[config.mk]
export PLATFORM = sky130hd
export DESIGN_NAME = wall_mask_builder_flat
export DESIGN_NICKNAME = d
export VERILOG_FILES = /design/src/rtl/wall_mask_builder_pkg.sv /design/src/rtl/wall_mask_builder_if.sv /design/src/rtl/wall_mask_builder_cell_scan_counter.sv /design/src/rtl/wall_mask_builder.sv /design/src/flat_wrapper.sv
export SDC_FILE = /design/constraint.sdc
export NUM_CORES = 1
export LEC_CHECK = 0
export CORE_MARGIN = 2
export CORE_UTILIZATION = 35
export DETAILED_ROUTE_END_ITERATION = 8
export SLEW_MARGIN = 20
export SYNTH_ARGS = -nofsm -noshare
export SYNTH_HDL_FRONTEND = slang
export SYNTH_HIERARCHICAL = 1
export SYNTH_SLANG_ARGS = --single-unit
[constraint.sdc]
create_clock -name clk -period 2.5 [get_ports clk]
set_clock_uncertainty 0.1 [all_clocks]
set_input_delay 0.375 -clock clk [delete_from_list [all_inputs] [get_ports clk]]
set_output_delay 0.375 -clock clk [all_outputs]
set_load 0.1 [all_outputs]
[src/rtl/wall_mask_builder_pkg.sv]
// Shared definitions for the wall mask producer and the wall tile renderer.
// The low nibble of a mask is the renderer's {left, top, right, bottom} tile select.
package wall_mask_builder_pkg;

    typedef enum logic [2:0] {
        IDLE,
        S_C,
        S_L,
        S_T,
        S_R,
        S_B,
        S_W
    } state_e;

    localparam int MASK_W    = 5;
    localparam int MASK_WALL = 4;
    localparam int MASK_L    = 3;
    localparam int MASK_T    = 2;
    localparam int MASK_R    = 1;
    localparam int MASK_B    = 0;

    localparam logic [3:0] TILE_EMPTY = 4'b0000;
    localparam logic [3:0] TILE_FULL  = 4'b1111;

    // Empty cells carry no neighbour information, so the whole mask collapses to zero.
    function automatic logic [MASK_W-1:0] pack_mask(input logic wall, input logic l,
                                                   input logic t, input logic r,
                                                   input logic b);
        logic [MASK_W-1:0] m;
        m = {1'b0, TILE_EMPTY};
        if (wall) begin
            m[MASK_WALL] = 1'b1;
            m[MASK_L]    = l;
            m[MASK_T]    = t;
            m[MASK_R]    = r;
            m[MASK_B]    = b;
        end
        return m;
    endfunction

endpackage

[src/rtl/wall_mask_builder_if.sv]
// Control handshake plus maze map read port and mask RAM write port.
interface wall_mask_builder_if #(
    parameter int ADDR_W = 8
);
    import wall_mask_builder_pkg::*;

    logic              start;
    logic              busy;
    logic              done;
    logic              map_rd_en;
    logic [ADDR_W-1:0] map_rd_addr;
    logic              map_rd_data;
    logic              mask_wr_en;
    logic [ADDR_W-1:0] mask_wr_addr;
    logic [MASK_W-1:0] mask_wr_data;

    modport master (
        input  start,
        input  map_rd_data,
        output busy,
        output done,
        output map_rd_en,
        output map_rd_addr,
        output mask_wr_en,
        output mask_wr_addr,
        output mask_wr_data
    );

    modport slave (
        output start,
        output map_rd_data,
        input  busy,
        input  done,
        input  map_rd_en,
        input  map_rd_addr,
        input  mask_wr_en,
        input  mask_wr_addr,
        input  mask_wr_data
    );
endinterface

[src/rtl/wall_mask_builder_cell_scan_counter.sv]
// Row-major cell position for the scan, with last-cell and neighbour in-bounds flags.
module cell_scan_counter #(
    parameter int MAZE_W = 16,
    parameter int MAZE_H = 16,
    parameter int X_W    = 4,
    parameter int Y_W    = 4
) (
    input  logic           clk,
    input  logic           rst,
    input  logic           clr_i,
    input  logic           adv_i,
    output logic [X_W-1:0] x_o,
    output logic [Y_W-1:0] y_o,
    output logic           last_o,
    output logic           has_l_o,
    output logic           has_t_o,
    output logic           has_r_o,
    output logic           has_b_o
);
    localparam logic [X_W-1:0] X_MAX = X_W'(MAZE_W - 1);
    localparam logic [Y_W-1:0] Y_MAX = Y_W'(MAZE_H - 1);

    logic [X_W-1:0] x_q, x_d;
    logic [Y_W-1:0] y_q, y_d;

    always_comb begin
        x_d = x_q;
        y_d = y_q;
        if (clr_i) begin
            x_d = '0;
            y_d = '0;
        end else if (adv_i) begin
            if (x_q == X_MAX) begin
                x_d = '0;
                y_d = (y_q == Y_MAX) ? '0 : y_q + Y_W'(1);
            end else begin
                x_d = x_q + X_W'(1);
            end
        end
    end

    always_ff @(posedge clk) begin
        if (rst) begin
            x_q <= '0;
            y_q <= '0;
        end else begin
            x_q <= x_d;
            y_q <= y_d;
        end
    end

    assign x_o     = x_q;
    assign y_o     = y_q;
    assign last_o  = (x_q == X_MAX) && (y_q == Y_MAX);
    assign has_l_o = (x_q != '0);
    assign has_t_o = (y_q != '0);
    assign has_r_o = (x_q != X_MAX);
    assign has_b_o = (y_q != Y_MAX);
endmodule

[src/rtl/wall_mask_builder.sv]
// Scans the maze map once per start and writes a {wall,L,T,R,B} mask per cell.
// state | meaning
// IDLE  | waiting for start
// S_C   | read centre cell
// S_L   | capture centre, read left
// S_T   | capture left, read top
// S_R   | capture top, read right
// S_B   | capture right, read bottom
// S_W   | write mask (bottom taken straight from the map read data), advance
module wall_mask_builder
    import wall_mask_builder_pkg::*;
#(
    parameter int MAZE_W = 16,
    parameter int MAZE_H = 16,
    parameter int X_W    = 4,
    parameter int Y_W    = 4,
    parameter int ADDR_W = 8
) (
    input  logic                clk,
    input  logic                rst,
    wall_mask_builder_if.master bus
);
    state_e state_q, state_d;
    logic center_q, center_d;
    logic left_q, left_d;
    logic top_q, top_d;
    logic right_q, right_d;

    logic [X_W-1:0] x, rd_x;
    logic [Y_W-1:0] y, rd_y;
    logic clr, adv, last, has_l, has_t, has_r, has_b;
    logic rd_en, wr_en, done_s;

    cell_scan_counter #(
        .MAZE_W(MAZE_W),
        .MAZE_H(MAZE_H),
        .X_W   (X_W),
        .Y_W   (Y_W)
    ) u_cnt (
        .clk    (clk),
        .rst    (rst),
        .clr_i  (clr),
        .adv_i  (adv),
        .x_o    (x),
        .y_o    (y),
        .last_o (last),
        .has_l_o(has_l),
        .has_t_o(has_t),
        .has_r_o(has_r),
        .has_b_o(has_b)
    );

    always_comb begin
        state_d  = state_q;
        center_d = center_q;
        left_d   = left_q;
        top_d    = top_q;
        right_d  = right_q;
        clr      = 1'b0;
        adv      = 1'b0;
        rd_en    = 1'b0;
        rd_x     = x;
        rd_y     = y;
        wr_en    = 1'b0;
        done_s   = 1'b0;
        case (state_q)
            IDLE: begin
                if (bus.start) begin
                    clr     = 1'b1;
                    state_d = S_C;
                end
            end
            S_C: begin
                rd_en   = 1'b1;
                state_d = S_L;
            end
            S_L: begin
                center_d = bus.map_rd_data;
                rd_en    = has_l;
                rd_x     = x - X_W'(1);
                state_d  = bus.map_rd_data ? S_T : S_W;
            end
            S_T: begin
                left_d  = has_l & bus.map_rd_data;
                rd_en   = has_t;
                rd_y    = y - Y_W'(1);
                state_d = S_R;
            end
            S_R: begin
                top_d   = has_t & bus.map_rd_data;
                rd_en   = has_r;
                rd_x    = x + X_W'(1);
                state_d = S_B;
            end
            S_B: begin
                right_d = has_r & bus.map_rd_data;
                rd_en   = has_b;
                rd_y    = y + Y_W'(1);
                state_d = S_W;
            end
            S_W: begin
                wr_en = 1'b1;
                adv   = 1'b1;
                if (last) begin
                    done_s  = 1'b1;
                    state_d = IDLE;
                end else begin
                    state_d = S_C;
                end
            end
            default: state_d = IDLE;
        endcase
    end

    always_ff @(posedge clk) begin
        if (rst) begin
            state_q  <= IDLE;
            center_q <= 1'b0;
            left_q   <= 1'b0;
            top_q    <= 1'b0;
            right_q  <= 1'b0;
        end else begin
            state_q  <= state_d;
            center_q <= center_d;
            left_q   <= left_d;
            top_q    <= top_d;
            right_q  <= right_d;
        end
    end

    assign bus.busy         = (state_q != IDLE);
    assign bus.done         = done_s;
    assign bus.map_rd_en    = rd_en;
    assign bus.map_rd_addr  = ADDR_W'(rd_y) * ADDR_W'(MAZE_W) + ADDR_W'(rd_x);
    assign bus.mask_wr_en   = wr_en;
    assign bus.mask_wr_addr = ADDR_W'(y) * ADDR_W'(MAZE_W) + ADDR_W'(x);
    // Bottom comes from the map RAM's registered read port, so no capture cycle is needed.
    assign bus.mask_wr_data = wr_en ? pack_mask(center_q, left_q, top_q, right_q,
                                                has_b & bus.map_rd_data)
                                    : '0;
endmodule

[src/flat_wrapper.sv]
// flat-port wrapper written by rule: the top's interface ports become plain ports
module wall_mask_builder_flat import wall_mask_builder_pkg::*;
#(
    parameter int MAZE_W = 16,
    parameter int MAZE_H = 16,
    parameter int X_W    = 4,
    parameter int Y_W    = 4,
    parameter int ADDR_W = 8
)
  (clk, rst, bus_start, bus_map_rd_data, bus_busy, bus_done, bus_map_rd_en, bus_map_rd_addr, bus_mask_wr_en, bus_mask_wr_addr, bus_mask_wr_data);
  wall_mask_builder_if #(.ADDR_W(ADDR_W)) bus_i ();
  input  logic clk;
  input  logic rst;
  input wire logic [$bits(bus_i.start)-1:0] bus_start;
  input wire logic [$bits(bus_i.map_rd_data)-1:0] bus_map_rd_data;
  output wire logic [$bits(bus_i.busy)-1:0] bus_busy;
  output wire logic [$bits(bus_i.done)-1:0] bus_done;
  output wire logic [$bits(bus_i.map_rd_en)-1:0] bus_map_rd_en;
  output wire logic [$bits(bus_i.map_rd_addr)-1:0] bus_map_rd_addr;
  output wire logic [$bits(bus_i.mask_wr_en)-1:0] bus_mask_wr_en;
  output wire logic [$bits(bus_i.mask_wr_addr)-1:0] bus_mask_wr_addr;
  output wire logic [$bits(bus_i.mask_wr_data)-1:0] bus_mask_wr_data;
  assign bus_i.start = bus_start;
  assign bus_i.map_rd_data = bus_map_rd_data;
  assign bus_busy = bus_i.busy;
  assign bus_done = bus_i.done;
  assign bus_map_rd_en = bus_i.map_rd_en;
  assign bus_map_rd_addr = bus_i.map_rd_addr;
  assign bus_mask_wr_en = bus_i.mask_wr_en;
  assign bus_mask_wr_addr = bus_i.mask_wr_addr;
  assign bus_mask_wr_data = bus_i.mask_wr_data;
  wall_mask_builder #(.MAZE_W(MAZE_W), .MAZE_H(MAZE_H), .X_W(X_W), .Y_W(Y_W), .ADDR_W(ADDR_W)) u_core (.clk(clk), .rst(rst), .bus(bus_i));
endmodule
## Yosys cells after proc, flatten, opt, wreduce, memory -nomap -nowiden

Cells that the tools add are included.

- Word-level logic and storage cells: 51
- Bits in registers: 15
- Output and inout bits: 25

- Reductions and logical operators: 7
- Add/subtract/negate cells: 6
- Equality and inequality tests: 11
- Mux-type cells: 16
- Bitwise operators: 4

Operator list:

| kind | count |
|---|---|
| one-hot mux 3 bit (7 select lines) | 1 |
| adder 8 x 4 -> 8 bit | 2 |
| one-hot mux 4 bit (2 select lines) | 2 |
| 2-to-1 mux 5 bit | 2 |
| equality test 3 bit (second input constant) | 3 |
| adder 4 x 1 -> 4 bit (second input constant) | 2 |
| equality test 4 bit (second input constant) | 2 |
| 2-to-1 mux 4 bit | 2 |
| inequality test 4 bit (second input constant) | 2 |
| nonzero test 4 bit | 2 |
| subtractor 4 x 1 -> 4 bit (second input constant) | 2 |
| equality test 3 x 2 -> 1 bit (second input constant) | 2 |
| 2-to-1 mux 1 bit | 6 |
| 2-to-1 mux 3 bit | 2 |
| one-hot mux 1 bit (5 select lines) | 1 |
| AND 1 bit | 4 |
| equality test 3 x 1 -> 1 bit (second input constant) | 1 |
| zero test 3 bit | 1 |
| nonzero test 3 bit | 1 |
| inequality test 2 bit (second input constant) | 1 |
| AND reduction 2 bit | 1 |
| OR reduction 2 bit | 1 |
| logical AND 1 bit | 1 |

## Longest topological paths before layout

- Depth in word-level cells: 4
- Depth in mapped cells: 9

## Cells and area by module

Netlist, hierarchy kept.

By module, submodules not included:

| module | seq. area each (um^2) | cells each | area each (um^2) | times used |
|---|---|---|---|---|
| wall_mask_builder | 140.1 | 95 | 723.2 | 1 |
| cell_scan_counter | 160.2 | 52 | 434.2 | 1 |

## Worst setup path after synthesis

No wires, ideal clock.

- Path type: flip-flop to output port
- From: reg u_core.u_cnt.y_q[2] (netlist: u_core/u_cnt/y_o[2])
- To: out bus_map_rd_addr[7]
- Stages on the path, launching flop included: 7
- Buffers on the path: 0
- Arrival time: 3.439 ns
- Slack: -1.414 ns
- Required time: 2.025 ns
- Cell sequence: dfxtp_1 ha_1 nand2_1 a22o_1 a221o_1 o21ai_1 xnor2_1

- Word-level cells in the longest chain between the ends: 3

RTL lines:

| element | line | source |
|---|---|---|
| from (decl) | wall_mask_builder_cell_scan_counter.sv:24 | `logic [Y_W-1:0] y_q, y_d;` |
| from (signal assigned) | wall_mask_builder_cell_scan_counter.sv:48 | `y_q <= y_d;` |
| adder 4 x 1 -> 4 bit / subtractor 4 x 1 -> 4 bit (equally long branches) | wall_mask_builder.sv:98, wall_mask_builder.sv:86 |  |
| one-hot mux 4 bit (2 select lines) (*) | wall_mask_builder.sv:66 | `case (state_q)` |
| adder 8 x 4 -> 8 bit (*) | wall_mask_builder.sv:134 | `assign bus.map_rd_addr = ADDR_W'(rd_y) * ADDR_W'(MAZE_W) + ADDR_W'(rd_x);` |
| to (decl) | flat_wrapper.sv:19 | `output wire logic [$bits(bus_i.map_rd_addr)-1:0] bus_map_rd_addr;` |

Every way passes the cells marked *; elsewhere a longest branch is shown, timed or not.

## Final worst setup path

- From: reg u_core.state_q[1]
- To: out bus_map_rd_addr[3]

- Word-level cells in the longest chain between the ends: 3

RTL lines:

| element | line | source |
|---|---|---|
| from (decl) | wall_mask_builder.sv:23 | `state_e state_q, state_d;` |
| from (signal assigned) | wall_mask_builder.sv:123 | `state_q <= state_d;` |
| equality test 3 bit / equality test 3 x 2 -> 1 bit (equally long branches) | wall_mask_builder.sv:66 |  |
| one-hot mux 4 bit (2 select lines) (*) | wall_mask_builder.sv:66 |  |
| adder 8 x 4 -> 8 bit (*) | wall_mask_builder.sv:134 |  |

Marked as above.

==> results.cfg <==
[global_routing]
track_usage = 0.192
gr-total-overflow = 0
grt_pass1_vias = 1157
grt_pass1_wl_um = 5420
antenna_found_initial = 0
grt_max_degree = 13

[floorplanning]
die_h_um = 61.5
start_util = 0.373
die_x_um = 61.5
fp-row-count = 20
core_area_um2 = 3100
fp.dieArea_um2 = 3780
io-pin-count = 29

[outcome]
status = finished with violations
failed_checks = negative setup slack

[logic_synthesis]
ys_ff_latch = 15
synth.largest_area_cell = dfxtp_1
post-synth-top-count-cell = nor2_1
synth_nets = 159
async_flop_share = 0
syn_area_um2 = 1160
ys_seq_area_frac = 0.259
syn_inst = 147
synthTopCellsByCount = nor2_1, dfxtp_1, nand2_1, a21oi_1, inv_1
avgSynthCellArea_um2 = 7.87
synth_edf_count = 0
ys_types = 40
synth_warnings = 6
ys.flop_type = dfxtp_1
synth_top_area_share = 0.259
synth_area_leaders = dfxtp_1, ha_1, nor2_1

[clock_tree]
clkTransAtPathRegs_ns = 0.10
htree_num_levels = 1
clock_latency_ns = 0.30
cts_tree = yes
clockBufferDepth = 2
clockRootBuffer = clkbuf_4
clock_sinks = 15
cts_buffers = 3
ctsHoldBuffers = 0

[final_layout]
finalNonFillerCells = 234
nets = 203
syn2layout_area_growth_pct = 66.3
layout-drive-gt1-share = 0.442
utilization = 0.620
antennaDiodeCount = 0

[detailed_routing]
detail-route-antenna-nets = 0
drtIter0Drc = 27
first_pass_iters = 4
wl_um = 3230
vias = 1232
post-route-drc-count = 0
wl_per_cell_um = 13.8
vias_per_cell = 5.26

[place]
io_buffers = 28
place_hpwl_um = 2440
place_inst = 227
gp_congestion = 0.789

[power_and_ir_drop]
power_density_nw_per_um2 = 414
finalPower_w = 0.000797
irDropWorstVdd_uv = 229
p_leak_nw = 0.795

[run]
drv_cap = 0

[worst_setup_path]
critPathCaptureType = output port
cp_top_family = simple AND/OR/NAND/NOR gates
cp.required_ns = 2.03
path_max_fanout = 4
ff2ff_setup_slack_ns = 0.57
crit_buf_inv = 3
critPathMaxStageDelay_ns = 0.44
slowest_stage = or4_4
cp-start-kind = flop
path_cells = buf_6, nor3b_4, inv_2, ha_4, a31o_1, a31oi_1, or4_4, nand3_4, buf_12
critical_path_class = reg2out
cp_data_arrival_time_ns = 2.25

[sta]
period_minus_slack_ns = 2.72
setup_slack_ns = -0.225
rsz0062_at_grt = true
timing.fmax_mhz = 367
slew_headroom = 0.763
fin_crit_sh = 1.09
timing.final.hold_violations = 0
worst_slew_pin_slew_ns = 0.352
setup_viol = 4
tns_ns = -0.573
drv_slew = 0

[hold_path]
hold_path_class = reg2reg
-- worst register-to-register path, stage by stage, from the launching register on --
cell and delay, ns:
dfxtp_2 0.35, buf_6 0.11, buf_4 0.17, and3b_2 0.30, buf_4 0.19, nand4_4 0.14, or3_1 0.37, a21oi_1 0.14
-- placed cells by master (no fill, tap or decap), types with 2 or more instances in the layout --
cell type        Yosys  layout
nand4_1              5       5
or3_1                3       3
inv_1                9       9
nor2_1              16      16
and2_2               0       2
mux2i_1              3       3
nor3_1               2       2
xnor2_1              5       3
clkdlybuf4s50_1      0       3
a21oi_1             11      10
xnor2_4              0       2
dfxtp_2              0       6
dfxtp_1             15       6
nand2_2              0       2
nand3_1              6       5
xor2_1               5       3
buf_12               0      16
nand2b_1             4       4
and3_2               0       4
ha_1                 8       6
nand2_1             15      13
dfxtp_4              0       3
clkbuf_4             0       3
buf_4                1      24
mux2_2               4       3
o21ai_0              6       6
-- per-stage QoR --
step	hold slack [ns]	instance area (um^2)	worst slack, ns
2_1_floorplan	0.321	1280	-0.456
3_3_place_gp	0.339	1820	0.0758
3_5_place_dp	0.352	1820	-0.000946
4_1_cts	0.366	1920	-0.260
5_1_grt	0.399	1920	-0.321
6_report	0.360	1920	-0.225
-- path summary, 6_finish.rpt --
check,start,endpoint,depth (start not counted)
worst min register to register,u_core/right_q$_SDFFE_PP0N_,u_core/right_q$_SDFFE_PP0N_,2
worst max-delay path,u_core/state_q[1]$_SDFFE_PP0P_,bus_map_rd_addr[3],9
worst min-delay path,u_core/right_q$_SDFFE_PP0N_,u_core/right_q$_SDFFE_PP0N_,2
worst max register to register,u_core/state_q[1]$_SDFFE_PP0P_,u_core/u_cnt/y_o[3]$_SDFFE_PP0P_,7
-- power by group --
| part | total [W] | switching [W] | internal, W |
|---|---|---|---|
| clock network | 0.000147 | 0.0000871 | 0.0000596 |
| logic | 0.000401 | 0.000252 | 0.000149 |
| registers | 0.000249 | 0.00000698 | 0.000242 |
| total | 0.000797 | 0.000346 | 0.000451 |
-- layer usage --
| layer | routed length, um | vias to the layer above | track usage |
|---|---|---|---|
| li1 | - | 604 | - |
| met3 | 142 | 7 | 0.0294 |
| met2 | 1610 | 36 | 0.314 |
| met5 | 0 | - | 0 |
| met1 | 1420 | 585 | 0.255 |
| met4 | 59 | 0 | 0.0729 |
-- logic make-up after synthesis --
family	synth area share
AOI/OAI and AO/OA	0.162
xor gates and xnor gates	0.0757
adders and majority gates	0.0865
buffers and inverters	0.0595
DFF	0.259
muxes	0.0649
and+or+nand+nor	0.292
-- state kept, by name (all words and copies together) (netlist names) --
signal            count
u_core/u_cnt/y_o      4
u_core/left_q         1
u_core/right_q        1
u_core/center_q       1
u_core/top_q          1
u_core/state_q        3
u_core/u_cnt/x_o      4
-- final cells by class --
class | instances | area, um^2
clock inverters | 1 | 5.00
flip-flops and latches | 15 | 319
inverters | 10 | 37.5
fillers | 299 | 1180
well taps | 44 | 55.1
multi-input cells | 117 | 943
repair buffers | 44 | 542
clock buffers | 3 | 22.5
-- timing repair --
item                       4_1_cts  5_1_grt
setup buffers                    4        0
setup endpoints to repair        7        8
gates resized for setup         11        3
pin swaps                        2        2
Power figures use the tool's default switching activity.
